==> src/rtl/vga_timing_gen_if.sv <==
// vga_timing_gen_if: run/irq controls and registered raster outputs of vga_timing_gen.
interface vga_timing_gen_if #(
    parameter int CW = 10
);
    logic          EN;
    logic          IRQ_CLR;
    logic          H_SYNC;
    logic          V_SYNC;
    logic          VALID;
    logic [CW-1:0] X;
    logic [CW-1:0] Y;
    logic [CW-1:0] H_CNT;
    logic [CW-1:0] V_CNT;
    logic          LINE_START;
    logic          FRAME_START;
    logic [15:0]   FRAME_CNT;
    logic          BUSY;
    logic          VBLANK_IRQ;

    modport master (
        input  EN, IRQ_CLR,
        output H_SYNC, V_SYNC, VALID, X, Y, H_CNT, V_CNT,
               LINE_START, FRAME_START, FRAME_CNT, BUSY, VBLANK_IRQ
    );

    modport slave (
        output EN, IRQ_CLR,
        input  H_SYNC, V_SYNC, VALID, X, Y, H_CNT, V_CNT,
               LINE_START, FRAME_START, FRAME_CNT, BUSY, VBLANK_IRQ
    );
endinterface

==> src/rtl/vga_timing_gen.sv <==
// vga_timing_gen: parametrised VGA raster timing with run/drain control and frame counter.
// Define VGA_TIMING_IRQ_EN to enable the sticky vertical-blank interrupt flag.
module vga_timing_gen #(
    parameter int H_ACTIVE = 640,
    parameter int H_FP     = 16,
    parameter int H_SYNC   = 96,
    parameter int H_BP     = 48,
    parameter int V_ACTIVE = 480,
    parameter int V_FP     = 10,
    parameter int V_SYNC   = 2,
    parameter int V_BP     = 33,
    parameter bit HS_POL   = 1'b0,
    parameter bit VS_POL   = 1'b0,
    parameter int LEAD     = 1,
    parameter int CW       = 10
) (
    input logic               CLK,
    input logic               RST_N,
    vga_timing_gen_if.master  b
);
    localparam int H_TOTAL  = H_SYNC + H_BP + H_ACTIVE + H_FP;
    localparam int V_TOTAL  = V_SYNC + V_BP + V_ACTIVE + V_FP;
    localparam int HA_START = H_SYNC + H_BP;
    localparam int VA_START = V_SYNC + V_BP;

    localparam logic [CW-1:0] H_LAST  = CW'(H_TOTAL - 1);
    localparam logic [CW-1:0] V_LAST  = CW'(V_TOTAL - 1);
    localparam logic [CW-1:0] HS_END  = CW'(H_SYNC);
    localparam logic [CW-1:0] VS_END  = CW'(V_SYNC);
    localparam logic [CW-1:0] HV_BEG  = CW'(HA_START - LEAD);
    localparam logic [CW-1:0] HV_END  = CW'(HA_START + H_ACTIVE - 1 - LEAD);
    localparam logic [CW-1:0] VV_BEG  = CW'(VA_START);
    localparam logic [CW-1:0] VV_END  = CW'(VA_START + V_ACTIVE - 1);
    localparam logic [CW-1:0] VB_LINE = CW'(VA_START + V_ACTIVE);

    if (LEAD < 0 || LEAD > 2 || LEAD > HA_START || H_TOTAL > (1 << CW) || V_TOTAL > (1 << CW)) begin : g_bad_cfg
        $error("vga_timing_gen: LEAD must be 0..2 and <= HA_START, and CW must cover the totals");
    end

    typedef enum logic [1:0] {IDLE, RUN, DRAIN} state_t;

    state_t        st, st_nx;
    logic [CW-1:0] hc, vc, hc_nx, vc_nx;
    logic          adv, h_last, v_last, valid_nx, fs_nx;

    // hc/vc point at the raster position the output registers load on the next edge,
    // so every registered output lines up with H_CNT/V_CNT in the same cycle.
    always_comb begin
        adv      = st != IDLE;
        h_last   = hc == H_LAST;
        v_last   = vc == V_LAST;
        st_nx    = st == IDLE ? (b.EN ? RUN : IDLE) :
                   b.EN ? RUN : (st == DRAIN && h_last && v_last) ? IDLE : DRAIN;
        hc_nx    = (!adv || h_last) ? '0 : hc + 1'b1;
        vc_nx    = (!adv || (h_last && v_last)) ? '0 : h_last ? vc + 1'b1 : vc;
        valid_nx = adv && vc >= VV_BEG && vc <= VV_END && hc >= HV_BEG && hc <= HV_END;
        fs_nx    = adv && hc == '0 && vc == '0;
    end

    always_ff @(posedge CLK or negedge RST_N) begin
        if (!RST_N) begin
            st <= IDLE;
            hc <= '0;
            vc <= '0;
        end else begin
            st <= st_nx;
            hc <= hc_nx;
            vc <= vc_nx;
        end
    end

    always_ff @(posedge CLK or negedge RST_N) begin
        if (!RST_N) begin
            b.H_CNT       <= '0;
            b.V_CNT       <= '0;
            b.H_SYNC      <= ~HS_POL;
            b.V_SYNC      <= ~VS_POL;
            b.VALID       <= 1'b0;
            b.X           <= '0;
            b.Y           <= '0;
            b.LINE_START  <= 1'b0;
            b.FRAME_START <= 1'b0;
            b.FRAME_CNT   <= '0;
            b.BUSY        <= 1'b0;
        end else begin
            b.H_CNT       <= adv ? hc : '0;
            b.V_CNT       <= adv ? vc : '0;
            b.H_SYNC      <= (adv && hc < HS_END) ? HS_POL : ~HS_POL;
            b.V_SYNC      <= (adv && vc < VS_END) ? VS_POL : ~VS_POL;
            b.VALID       <= valid_nx;
            b.X           <= valid_nx ? hc - HV_BEG : '0;
            b.Y           <= valid_nx ? vc - VV_BEG : '0;
            b.LINE_START  <= adv && hc == '0;
            b.FRAME_START <= fs_nx;
            b.FRAME_CNT   <= b.FRAME_CNT + {15'd0, fs_nx};
            b.BUSY        <= adv;
        end
    end

`ifdef VGA_TIMING_IRQ_EN
    // A set in the same cycle as IRQ_CLR takes priority so no blanking event is lost.
    always_ff @(posedge CLK or negedge RST_N) begin
        if (!RST_N)
            b.VBLANK_IRQ <= 1'b0;
        else if (adv && hc == '0 && vc == VB_LINE)
            b.VBLANK_IRQ <= 1'b1;
        else if (b.IRQ_CLR)
            b.VBLANK_IRQ <= 1'b0;
    end
`else
    logic unused_irq;
    assign unused_irq   = b.IRQ_CLR ^ (VB_LINE == '0);
    assign b.VBLANK_IRQ = 1'b0;
`endif
endmodule

==> src/flat_wrapper.sv <==
// flat-port wrapper written by rule: the top's interface ports become plain ports
module vga_timing_gen_flat 
#(
    parameter int H_ACTIVE = 640,
    parameter int H_FP     = 16,
    parameter int H_SYNC   = 96,
    parameter int H_BP     = 48,
    parameter int V_ACTIVE = 480,
    parameter int V_FP     = 10,
    parameter int V_SYNC   = 2,
    parameter int V_BP     = 33,
    parameter bit HS_POL   = 1'b0,
    parameter bit VS_POL   = 1'b0,
    parameter int LEAD     = 1,
    parameter int CW       = 10
)
  (CLK, RST_N, b_EN, b_IRQ_CLR, b_H_SYNC, b_V_SYNC, b_VALID, b_X, b_Y, b_H_CNT, b_V_CNT, b_LINE_START, b_FRAME_START, b_FRAME_CNT, b_BUSY, b_VBLANK_IRQ);
  vga_timing_gen_if #(.CW(CW)) b_i ();
  input logic CLK;
  input logic RST_N;
  input wire logic [$bits(b_i.EN)-1:0] b_EN;
  input wire logic [$bits(b_i.IRQ_CLR)-1:0] b_IRQ_CLR;
  output wire logic [$bits(b_i.H_SYNC)-1:0] b_H_SYNC;
  output wire logic [$bits(b_i.V_SYNC)-1:0] b_V_SYNC;
  output wire logic [$bits(b_i.VALID)-1:0] b_VALID;
  output wire logic [$bits(b_i.X)-1:0] b_X;
  output wire logic [$bits(b_i.Y)-1:0] b_Y;
  output wire logic [$bits(b_i.H_CNT)-1:0] b_H_CNT;
  output wire logic [$bits(b_i.V_CNT)-1:0] b_V_CNT;
  output wire logic [$bits(b_i.LINE_START)-1:0] b_LINE_START;
  output wire logic [$bits(b_i.FRAME_START)-1:0] b_FRAME_START;
  output wire logic [$bits(b_i.FRAME_CNT)-1:0] b_FRAME_CNT;
  output wire logic [$bits(b_i.BUSY)-1:0] b_BUSY;
  output wire logic [$bits(b_i.VBLANK_IRQ)-1:0] b_VBLANK_IRQ;
  assign b_i.EN = b_EN;
  assign b_i.IRQ_CLR = b_IRQ_CLR;
  assign b_H_SYNC = b_i.H_SYNC;
  assign b_V_SYNC = b_i.V_SYNC;
  assign b_VALID = b_i.VALID;
  assign b_X = b_i.X;
  assign b_Y = b_i.Y;
  assign b_H_CNT = b_i.H_CNT;
  assign b_V_CNT = b_i.V_CNT;
  assign b_LINE_START = b_i.LINE_START;
  assign b_FRAME_START = b_i.FRAME_START;
  assign b_FRAME_CNT = b_i.FRAME_CNT;
  assign b_BUSY = b_i.BUSY;
  assign b_VBLANK_IRQ = b_i.VBLANK_IRQ;
  vga_timing_gen #(.H_ACTIVE(H_ACTIVE), .H_FP(H_FP), .H_SYNC(H_SYNC), .H_BP(H_BP), .V_ACTIVE(V_ACTIVE), .V_FP(V_FP), .V_SYNC(V_SYNC), .V_BP(V_BP), .HS_POL(HS_POL), .VS_POL(VS_POL), .LEAD(LEAD), .CW(CW)) u_core (.CLK(CLK), .RST_N(RST_N), .b(b_i));
endmodule
==> config.mk <==
export PLATFORM = sky130hd
export DESIGN_NAME = vga_timing_gen_flat
export DESIGN_NICKNAME = d
export VERILOG_FILES = /design/src/rtl/vga_timing_gen_if.sv /design/src/rtl/vga_timing_gen.sv /design/src/flat_wrapper.sv
export SDC_FILE = /design/constraint.sdc
export NUM_CORES = 1
export LEC_CHECK = 0
export ABC_CLOCK_PERIOD_IN_PS = 2450
export CAP_MARGIN = 10
export CELL_PAD_IN_SITES_DETAIL_PLACEMENT = 1
export CELL_PAD_IN_SITES_GLOBAL_PLACEMENT = 2
export CORE_UTILIZATION = 30
export DETAILED_ROUTE_END_ITERATION = 10
export HOLD_SLACK_MARGIN = 0.15
export PLACE_DENSITY = 0.72
export SLEW_MARGIN = 20
export SYNTH_ARGS = -nofsm -noshare
export SYNTH_HDL_FRONTEND = slang
export SYNTH_SLANG_ARGS = --single-unit
==> constraint.sdc <==
create_clock -name CLK -period 2.45 [get_ports CLK]
set_input_delay 0.6125 -clock CLK [delete_from_list [all_inputs] [get_ports CLK]]
set_output_delay 0.6125 -clock CLK [all_outputs]
set_load 0.02 [all_outputs]
# After elaboration in Yosys (flattened, before gate mapping)
# Cells that the tools add are included.
[word_totals]
regBits = 84
out_inout_bits = 63
word_cells = 60
inputBits = 4
[op_classes]
eq_ne = 3
n_mux = 13
n_reduce_logical = 19
magnitude_cmp = 6
n_addsub = 5
[ops]
columns = ["operator", "count"]
rows = [
  ["$mux 10", 7],
  ["$add 10x1->10 const B", 2],
  ["$eq 10x10->1 const B", 2],
  ["$le 10x10->1 const B", 2],
  ["$logic_not 10->1", 2],
  ["$add 16x1->16", 1],
  ["$logic_and 1x1->1", 11],
  ["$ge 10x6->1 const B", 1],
  ["$ge 10x8->1 const B", 1],
  ["$lt 10x2->1 const B", 1],
  ["$lt 10x7->1 const B", 1],
  ["$sub 10x6->10 const B", 1],
  ["$sub 10x8->10 const B", 1],
  ["$mux 2", 3],
  ["$reduce_bool 2->1", 2],
  ["$mux 1", 3],
  ["$eq 2x2->1 const B", 1],
  ["$logic_not 2->1", 1],
  ["$logic_or 1x1->1", 2],
  ["$logic_not 1->1", 1],
]

# Depth between registers and ports, before layout
[logic_depth]
word_depth = 6
ltp_mapped = 10
mapped_depth_nobuf = 9

# Least setup slack after synthesis
# Ideal clock, no wire load.
[synth_path]
path_kind = "register to register"
start = "reg u_core.hc[4]"
end = "reg u_core.b.FRAME_CNT[15] in the netlist's numbering"
synth_period_minus_slack_ns = 2.460
n_path_buf = 2
slack_ns = -0.010
path_stages_with_launch = 11
required_time_ns = 2.371
arrival_time_ns = 2.381
setup_ns = 0.079
path_cell_list = "dfrtp_1 > clkbuf_1 > nor3_1 > and4_1 > and3_1 > ha_1 > and3_1 > clkbuf_1 > nand4_1 > nor3_1 > xor2_1"
[synth_between]
elab_chain_cells = 4
[synth_lines]
columns = ["element", "line", "rtl"]
rows = [
  ["from (decl)", "vga_timing_gen.sv:43", "logic [CW-1:0] hc, vc, hc_nx, vc_nx;"],
  ["from (signal assigned)", "vga_timing_gen.sv:67", "hc <= hc_nx;"],
  ["$logic_not 10->1", "vga_timing_gen.sv:57", "fs_nx = adv && hc == '0 && vc == '0;"],
  ["$logic_and 1x1->1 (2 in a row)", "vga_timing_gen.sv:57", ""],
  ["named net u_core.fs_nx", "vga_timing_gen.sv:44", "logic adv, h_last, v_last, valid_nx, fs_nx;"],
  ["$add 16x1->16", "vga_timing_gen.sv:95", "b.FRAME_CNT <= b.FRAME_CNT + {15'd0, fs_nx};"],
  ["to (signal assigned)", "vga_timing_gen.sv:95", ""],
  ["to (decl)", "vga_timing_gen_if.sv:23", "LINE_START, FRAME_START, FRAME_CNT, BUSY, VBLANK_IRQ"],
]
# The timed path passes the listed nets, and every way through them passes these cells.
# A chain may end at the register's enable or synchronous reset.

# Final worst setup path
[layout_path]
start = "reg u_core.vc[5]"
end = "reg u_core.b.FRAME_CNT[8] in the netlist's numbering"
[layout_between]
elab_chain_cells = 3
[layout_lines]
columns = ["element", "line", "rtl"]
rows = [
  ["from (decl)", "vga_timing_gen.sv:43", ""],
  ["from (signal assigned)", "vga_timing_gen.sv:68", "vc <= vc_nx;"],
  ["$logic_not 10->1", "vga_timing_gen.sv:57", ""],
  ["$logic_and 1x1->1", "vga_timing_gen.sv:57", ""],
  ["named net u_core.fs_nx", "vga_timing_gen.sv:44", ""],
  ["$add 16x1->16", "vga_timing_gen.sv:95", ""],
]
# The timed path passes the listed nets, and every way through them passes these cells.

==> results.toml <==
[status]
status = "complete, but fails checks"
violations = "DRC"

[die]
io_pins = 67
die_area_um2 = 12400
initial_utilization = 0.311
die_x_um = 112
dieHeight_um = 112
coreArea_um2 = 11600
rows = 39

[flow_run]
maxCapViolations = 0

[grt]
grt_pass1_vias = 2901
gr-total-overflow = 0
grt_max_degree = 43
grtUsageTotal = 0.160
grt_pass1_wl_um = 15300
grt_antenna_before_repair = 0

[synth]
ys_types = 46
ys_seq_elements = 84
ys_async_sr_fraction = 1.00
synthAdderAreaFrac = 0.0209
synth-edff-count = 0
muxShareOfSynthArea = 0
yosys.area_share.simple = 0.204
syn_area_um2 = 3600
yosysWarnings = 0
syn_inst = 332
synth-main-ff-cell = "dfrtp_1"
synth_top_family_by_area = "simple AND/OR/NAND/NOR gates"
synth_nets = 342
synthXorXnorAreaFrac = 0.0754
synth_compound_area_frac = 0.0692
avgSynthCellArea_um2 = 10.8
yosysSeqAreaShare = 0.585

[power_and_ir_drop]
switching_share = 0.243
p_switching_mw = 0.890
pwr-share-clk = 0.429
seqPwrFrac = 0.429
p_leak_nw = 2.28
total_power_mw = 3.66
p_comb_frac = 0.142
p_per_area_nw_per_um2 = 744
cellInternalPower_mw = 2.77
vdd_drop_max_v = 0.000270

[placed_design]
portBuffers = 64
place_ws_ps = -40.4
hpwl_um = 6470
gp_congestion = 0.775
placed_cells = 544
dpl-instance-area_um2 = 4540

[timing]
slew_viol_final = 0
maxSlewHeadroom = 0.647
fin_crit_ps = 2290
setup_tns_ps = 0
worstMarginPinSlew_ps = 530
finalCritPeriodShare = 0.937
finalClockSkew_ps = 4.34
fin_hold_ws_ps = 263
fmax_mhz = 436
setup_viol = 0
rsz0062_at_grt = "false"
fin_ws_ps = 155
hold_viol = 0

[critical_path]
cp_max_fo = 4
worstPathRequired_ps = 2710
reg2reg_setup_slack_ps = 160
cp-end-kind = "flop"
critical_path_class = "flop to flop"
crit_arrival_ps = 2550
cp-start-kind = "flop"

[routing]
vias_per_cell = 4.86
drt_iter0_drc = 136
num_vias = 2724
wl_per_cell_um = 16.1
firstDrtPassIters = 7
drtAntennaViolNets = 0
wl_um = 9020
drc_errors = 8

[clock_network]
htree_levels = 3
root_buffer = "clkbuf_16"
tritoncts = "done"
cts_sinks = 84
cts_buffers = 9
ctsHoldBuffers = 0
path_clk_slew_ps = 60
insertion_delay_ps = 330
cts_buffer_depth = 2

[min_path]
hp-class = "input port to asynchronous set/reset pin"

[finish]
stdcell_count = 561
num_antenna_cells = 0
synthToLayoutAreaGrowth_pct = 36.6
utilization = 0.425
drive_gt1_frac = 0.139
design_area_um2 = 4920
nNetsFinal = 423
[routing by layer]
metal / vias up / wire, um / part of all wire / GRT usage
li1: 1288 / - / - / -
met1: 1365 / 4200 / 0.47 / 0.210
met2: 62 / 4310 / 0.48 / 0.260
met3: 9 / 384 / 0.043 / 0.0327
met4: 0 / 122 / 0.014 / 0.0595
met5: - / 0 / 0 / 0
[critical path: stages, from the launching register on]
cell and delay, ps:
dfrtp_1 380, or4_4 560, nor2_1 160, and3_1 210
ha_1 180, ha_2 220, and3_4 200, and3_1 170
xor2_1 150
[cell type report]
cell class / count / area, um2
multi-input combinational: 213 / 1370
sequential: 84 / 2100
inverter: 11 / 41.3
tap: 143 / 179
clock inverter: 4 / 95.1
clock buffer: 12 / 256
timing repair buffer: 94 / 876
fill: 1261 / 6650
[Yosys cell counts (2+ instances only)]
cell type / number / area (um2)
xor2_1: 13 / 114
clkbuf_1: 16 / 60.1
nor2_1: 39 / 146
nor3_1: 6 / 30.0
and4_1: 5 / 43.8
dfrtp_1: 82 / 2050
and3_1: 9 / 56.3
inv_1: 11 / 41.3
a21o_1: 2 / 15.0
nand2_1: 19 / 71.3
a31oi_1: 4 / 25.0
or3_1: 6 / 37.5
o21ai_0: 5 / 25.0
nand4_1: 12 / 75.1
a21oi_1: 10 / 50.1
buf_2: 3 / 15.0
nand3b_1: 2 / 15.0
and2_1: 18 / 113
nor4_1: 2 / 12.5
buf_6: 3 / 33.8
o31ai_1: 2 / 15.0
xnor2_1: 18 / 158
dfstp_2: 2 / 52.6
nand3_1: 16 / 80.1
ha_1: 6 / 75.1
[cell families after synthesis]
kind of cell             Yosys count
flip-flops                        84
XOR/XNOR                          31
buffers and inverters             35
adder cells (fa/ha/maj)            6
AO/OA/AOI/OAI                     36
other                              1
AND/OR/NAND/NOR                  139
[state kept, by name (all words and copies together), names as in the netlist]
signal / count
u_core.b.BUSY: 1
u_core.b.FRAME_CNT: 16
u_core.b.FRAME_START: 1
u_core.b.H_CNT: 10
u_core.b.H_SYNC: 1
u_core.b.LINE_START: 1
u_core.b.VALID: 1
u_core.b.V_CNT: 10
u_core.b.V_SYNC: 1
u_core.b.X: 10
u_core.b.Y: 10
u_core.hc: 10
u_core.st: 2
u_core.vc: 10
[power groups by stage]
stage,combinational [mW],clock [mW],sequential [mW]
after detailed placement,0.523,0,1.60
after global routing,0.566,1.67,1.59
after floorplan,0.158,0,1.67
after CTS,0.526,1.61,1.57
final,0.519,1.57,1.57
after global placement,0.517,0,1.59
[cells in the final DEF, fill, tap and decap left out, types with 5 or more instances in the layout]
cell	n
nor2_1	39
ha_1	5
and3_1	8
clkbuf_16	9
dfrtp_1	82
xor2_1	13
clkdlybuf4s50_1	63
a21oi_1	10
o21ai_0	5
nand3_1	16
nand4_1	12
buf_4	30
and4_1	5
nand2_1	19
or3_1	6
inv_1	11
xnor2_1	18
and2_1	18
[timing repair]
| item | 4_1_cts | 5_1_grt |
|---|---|---|
| setup endpoints to repair | 4 | 6 |
| pin swaps | 0 | 1 |
| buffers inserted | 0 | 1 |
| gates resized for setup | 1 | 3 |
[path summary, 6_finish.rpt]
| kind | startpoint | to | depth (start not counted) |
|---|---|---|---|
| max | u_core.vc[5] | u_core.b.FRAME_CNT[8] | 8 |
| min | RST_N | u_core.b.FRAME_CNT[2] | 1 |
| max reg2reg | u_core.vc[5] | u_core.b.FRAME_CNT[8] | 8 |
| min reg2reg | u_core.b.FRAME_CNT[15] | u_core.b.FRAME_CNT[15] | 1 |
| max in group asynchronous | RST_N | u_core.b.H_SYNC | 2 |
| min in group CLK | u_core.b.FRAME_CNT[15] | u_core.b.FRAME_CNT[15] | 1 |
Note: power is estimated with default switching activity, not from simulation.
